===== config.mk =====
export PLATFORM = sky130hd
export DESIGN_NAME = gmux_switch_ctrl
export DESIGN_NICKNAME = d
export VERILOG_FILES = /design/src/rtl/gmux_pkg.sv /design/src/rtl/gmux_settle_cnt.sv /design/src/rtl/gmux_switch_ctrl.sv
export SDC_FILE = /design/constraint.sdc
export NUM_CORES = 1
export LEC_CHECK = 0
export BUFFER_PORTS_ARGS = -buffer_cell sky130_fd_sc_hd__buf_2
export CAP_MARGIN = 15
export CORE_MARGIN = 4
export CORE_UTILIZATION = 48
export DETAILED_ROUTE_END_ITERATION = 8
export GPL_ROUTABILITY_DRIVEN = 0
export PLACE_DENSITY = 0.75
export SLEW_MARGIN = 30
export SYNTH_ARGS = -nofsm -noshare
export SYNTH_HDL_FRONTEND = slang
export SYNTH_SLANG_ARGS = --single-unit

===== constraint.sdc =====
create_clock -name clk_i -period 1.75 [get_ports clk_i]
set_clock_uncertainty 0.1 [all_clocks]
set_input_delay 0.2625 -clock clk_i [delete_from_list [all_inputs] [get_ports clk_i]]
set_output_delay 0.2625 -clock clk_i [all_outputs]
set_load 0.02 [all_outputs]

===== src/rtl/gmux_pkg.sv =====
// Shared types and constants for the global clock mux switch controller.
package gmux_pkg;

    typedef enum logic [2:0] {
        StIdle,
        StWaitOff,
        StWaitOn,
        StVlpOff,
        StVlpOn,
        StVlpExit
    } gmux_sw_state_t;

    localparam int unsigned Q_TL = 0;
    localparam int unsigned Q_TR = 1;
    localparam int unsigned Q_BL = 2;
    localparam int unsigned Q_BR = 3;

endpackage


===== src/rtl/gmux_settle_cnt.sv =====
// Loadable settle down-counter with zero flag; stops at zero, never wraps.
module gmux_settle_cnt #(
    parameter int unsigned SETTLE = 4
) (
    input  logic clk_i,
    input  logic rst_i,
    input  logic load_i,
    output logic zero_o
);

    localparam int unsigned CntW = $clog2(SETTLE + 1);

    logic [CntW-1:0] cnt_q, cnt_d;

    always_comb begin
        cnt_d = cnt_q;
        if (load_i) begin
            cnt_d = CntW'(SETTLE - 1);
        end else if (cnt_q != '0) begin
            cnt_d = cnt_q - 1'b1;
        end
    end

    always_ff @(posedge clk_i) begin
        if (rst_i) begin
            cnt_q <= '0;
        end else begin
            cnt_q <= cnt_d;
        end
    end

    assign zero_o = (cnt_q == '0);

endmodule


===== src/rtl/gmux_switch_ctrl.sv =====
// Sequences GMUX select changes (gate-off, switch, gate-on) and VLP entry/exit
// for all clock quadrants, from the always-on housekeeping clock.
module gmux_switch_ctrl
    import gmux_pkg::*;
#(
    parameter int unsigned NSRC   = 4,
    parameter int unsigned NQUAD  = 4,
    parameter int unsigned SETTLE = 4,
    parameter int unsigned SEL_W  = $clog2(NSRC)
) (
    input  logic             clk_i,
    input  logic             rst_i,
    input  logic             req_valid_i,
    input  logic [SEL_W-1:0] req_sel_i,
    input  logic [NQUAD-1:0] req_qen_i,
    output logic             req_ready_o,
    input  logic             vlp_req_i,
    output logic [SEL_W-1:0] sel_o,
    output logic [NQUAD-1:0] qen_o,
    output logic [NQUAD-1:0] vlp_o,
    output logic             done_o,
    output logic             err_o,
    output logic             busy_o
);

    gmux_sw_state_t   state_q, state_d;
    logic [SEL_W-1:0] sel_q, sel_d;
    logic [SEL_W-1:0] lsel_q, lsel_d;
    logic [NQUAD-1:0] qen_q, qen_d;
    logic [NQUAD-1:0] lqen_q, lqen_d;
    logic [NQUAD-1:0] save_qen_q, save_qen_d;
    logic [NQUAD-1:0] vlp_q, vlp_d;
    logic             done_q, done_d;
    logic             err_q, err_d;
    logic             cnt_load;
    logic             cnt_zero;

    gmux_settle_cnt #(
        .SETTLE (SETTLE)
    ) u_settle_cnt (
        .clk_i  (clk_i),
        .rst_i  (rst_i),
        .load_i (cnt_load),
        .zero_o (cnt_zero)
    );

    always_comb begin
        state_d    = state_q;
        sel_d      = sel_q;
        lsel_d     = lsel_q;
        qen_d      = qen_q;
        lqen_d     = lqen_q;
        save_qen_d = save_qen_q;
        vlp_d      = vlp_q;
        done_d     = 1'b0;
        err_d      = 1'b0;
        cnt_load   = 1'b0;

        case (state_q)
            StIdle: begin
                // VLP entry takes priority; READY is already low in that case.
                if (vlp_req_i) begin
                    save_qen_d = qen_q;
                    qen_d      = '0;
                    cnt_load   = 1'b1;
                    state_d    = StVlpOff;
                end else if (req_valid_i) begin
                    if (32'(req_sel_i) >= NSRC) begin
                        err_d = 1'b1;
                    end else if (req_sel_i == sel_q) begin
                        qen_d  = req_qen_i;
                        done_d = 1'b1;
                    end else begin
                        lsel_d   = req_sel_i;
                        lqen_d   = req_qen_i;
                        qen_d    = '0;
                        cnt_load = 1'b1;
                        state_d  = StWaitOff;
                    end
                end
            end
            StWaitOff: begin
                if (cnt_zero) begin
                    sel_d    = lsel_q;
                    cnt_load = 1'b1;
                    state_d  = StWaitOn;
                end
            end
            StWaitOn: begin
                if (cnt_zero) begin
                    qen_d   = lqen_q;
                    done_d  = 1'b1;
                    state_d = StIdle;
                end
            end
            StVlpOff: begin
                if (cnt_zero) begin
                    vlp_d   = '1;
                    state_d = StVlpOn;
                end
            end
            StVlpOn: begin
                if (!vlp_req_i) begin
                    vlp_d    = '0;
                    cnt_load = 1'b1;
                    state_d  = StVlpExit;
                end
            end
            StVlpExit: begin
                if (cnt_zero) begin
                    qen_d   = save_qen_q;
                    state_d = StIdle;
                end
            end
            default: begin
                state_d = StIdle;
            end
        endcase
    end

    always_ff @(posedge clk_i) begin
        if (rst_i) begin
            state_q    <= StIdle;
            sel_q      <= '0;
            lsel_q     <= '0;
            qen_q      <= '0;
            lqen_q     <= '0;
            save_qen_q <= '0;
            vlp_q      <= '0;
            done_q     <= 1'b0;
            err_q      <= 1'b0;
        end else begin
            state_q    <= state_d;
            sel_q      <= sel_d;
            lsel_q     <= lsel_d;
            qen_q      <= qen_d;
            lqen_q     <= lqen_d;
            save_qen_q <= save_qen_d;
            vlp_q      <= vlp_d;
            done_q     <= done_d;
            err_q      <= err_d;
        end
    end

    assign req_ready_o = (state_q == StIdle) && !vlp_req_i;
    assign busy_o      = (state_q != StIdle);
    assign sel_o       = sel_q;
    assign qen_o       = qen_q;
    assign vlp_o       = vlp_q;
    assign done_o      = done_q;
    assign err_o       = err_q;

endmodule

==> results.yml <==
hold_path:
  hp-start: "req_qen_i[2]"
  hold_class: "in2reg"
worst_setup_path:
  reg2reg_depth: 5
  endpoint: "req_ready_o"
  r2r_slack_ps: 20
  r2r_end: "qen_o[3]"
  cpPeakStageDelay_ps: 420
  worst_ep_arrival_time_ps: 1370
  cp_max_fo: 8
  cp_slowest_cell: "or3_4"
  critical_path_class: "reg2out"
  crit_chain: "or3_4, nor2_2, buf_6"
  crit_path_end_kind: "primary output"
  critPathRequiredTime_ps: 1390
  startpoint_type: "flop"
  startpoint: "state_q[0]"
  timing.rr.start: "state_q[1]"
timing:
  fmax_ghz: 0.578
  timing.final.crit_share_pct: 98.8
  setup_slack_ps: 20.7
  setup_viol: 0
  hold_viol: 0
  grt_setup_unrepaired: "true"
  drv_slew: 0
  fin_crit_ps: 1730
power_and_ir_drop:
  power_density_nw_per_um2: 1650
  total_power_w: 0.00247
  p_leak_nw: 0.637
  max-vdd-ir-drop_uv: 868
synth:
  yosys_warnings: 0
  synth_seq_area_share_pct: 37.8
  synth_seq_cells: 24
  synth_ff_type: "dfxtp_1"
  syn-num-nets: 151
  synth_edf_count: 0
  yosysTopAreaCellShare_pct: 37.8
  synth_area_sq_um: 1270
  yosys-top-cells-area: "dfxtp_1, mux2i_1, nor2_1"
  yosys.area.top_type: "dfxtp_1"
  yosys.cell_types.count: 39
  yosysMostFrequentCell: "dfxtp_1"
  synth-async-reset-ratio_pct: 0
  synth_common_cells: "dfxtp_1, nor2_1, mux2i_1"
  synthCells: 139
  synth.avg_cell_area_sq_um: 9.14
clock_network:
  cts_buffers: 3
  cts_root_buf: "clkbuf_4"
  clkTransAtPathRegs_ps: 140
  clk_path_buf_depth: 2
  cts_tree: "yes"
  insertion_delay_ps: 320
  cts_sinks: 24
  hold_buffers: 0
  cts_max_level: 1
placed_design:
  dp_hpwl_um: 2100
  place_ws_ps: -15.6
  io_buffers: 22
  placed_area_sq_um: 1370
floorplan:
  die-area_sq_um: 3530
  die_y_um: 59.4
  num_rows: 18
  core_area_sq_um: 2500
  io-pin-count: 24
  initial_core_util_pct: 50.8
  die_w_um: 59.4
detailed_routing:
  first_pass_iters: 4
  wl_um: 2910
  drt_iter0_drc: 48
  postRouteAntennaNets: 0
  num_vias: 1108
  wire_per_inst_um: 15.1
  drc: 0
  vias_per_cell: 5.77
global_routing:
  grt_pass1_vias: 1010
  antenna_found_initial: 0
  grt_overflow: 0
  grt_max_degree: 25
  grt_pass1_wl_um: 4510
  grtUsageTotal_pct: 16.7
final_layout:
  post-route-util_pct: 59.8
  antenna_cells: 0
  num-fill-cells: 203
  drive_above_1_share_pct: 32.1
  syn_to_final_growth_pct: 17.7
  design_area_sq_um: 1500
  nets: 175
run:
  max_cap_viol_count: 0
outcome:
  status: "finished, final reports clean"
## cells by family after synthesis
family                   Yosys count  synth area share [%]
AND/OR/NAND/NOR                   52                  23.2
AO/OA/AOI/OAI                     30                  18.1
flip-flops                        24                  37.8
buffers and inverters             16                  7.88
multiplexers                      11                  8.67
XOR/XNOR                           3                  2.07
adder cells (fa/ha/maj)            2                  1.97
other                              1                 0.295
## worst max-delay path, delay by kind of cell (launching register included)
kind / cells / cell delay (ps)
flops: 1 / 400
buf+inv: 1 / 120
simple gates: 2 / 520
## final cells by class
cell class	instances	area [sq um]	area share (%)
inverters	3	11.3	0.753
repair buffers	32	191	12.8
flip-flops and latches	24	488	32.6
clock buffers	3	22.5	1.51
multi-input cells	99	714	47.8
well taps	30	37.5	2.51
clock inverters	1	30.0	2.01
## registers in the layout (all words and copies together) (netlist names)
signal              cells
lsel_q                  2
lqen_q                  4
save_qen_q              4
done_o                  1
vlp_o                   1
qen_o                   4
u_settle_cnt.cnt_q      3
state_q                 3
sel_o                   2
## worst min path at each step
stage | end | slack [ps] | depth (start not counted)
6_report | lqen_q[2] | 90 | 3
5_1_grt | lqen_q[2] | 90 | 3
4_1_cts | lqen_q[2] | 90 | 3
3_5_place_dp | sel_o[0] | 370 | 2
3_3_place_gp | sel_o[0] | 360 | 2
2_1_floorplan | qen_o[0] | 230 | 1
## layer usage
layer  track usage (%)  wire length [um]  share of wire (%)  vias to the layer above
met5                 0                 0                  0                        -
met4              5.83                48                1.7                        0
met3              2.61               166                5.7                        8
met2              29.2              1520                 52                       36
met1              20.5              1180                 40                      525
li1                  -                 -                  -                      539
## cells in the final DEF (no fill, tap or decap), types with 2 or more instances in the layout
master    count
nand3_1       6
dfxtp_4       2
a21oi_1       7
o31ai_1       2
a22oi_1       4
and3b_1       2
buf_2        21
dfxtp_1      22
inv_2         2
nor2b_1       2
nand2_1       6
o21ai_0       5
buf_4        10
xor2_1        2
a311oi_1      4
nand3b_1      2
clkbuf_4      3
nor2_1       17
mux2i_1      11
nor3_1        7
## through the flow
| step | instances | hold slack [ps] | setup TNS (ps) |
|---|---|---|---|
| finish | 192 | 92.3 | 0 |
| global route | 192 | 85.0 | -33.1 |
| CTS | 188 | 86.4 | 0 |
| detailed placement | 184 | 375 | -43.1 |
| global placement | 184 | 362 | 0 |
| floorplan | 139 | 235 | 0 |
## power by group
group	leakage (nW)	switching (W)	internal (W)
Sequential	0.197	0.000132	0.000681
Clock	0.0279	0.000176	0.000232
Combinational	0.411	0.000676	0.000574
## timing repair
item | 4_1_cts | 5_1_grt
gates resized for setup | 3 | 10
setup endpoints to repair | 6 | 9
setup buffers | 0 | 4
pin swaps | 1 | 4
No activity file was read; power rests on OpenSTA's default activity.
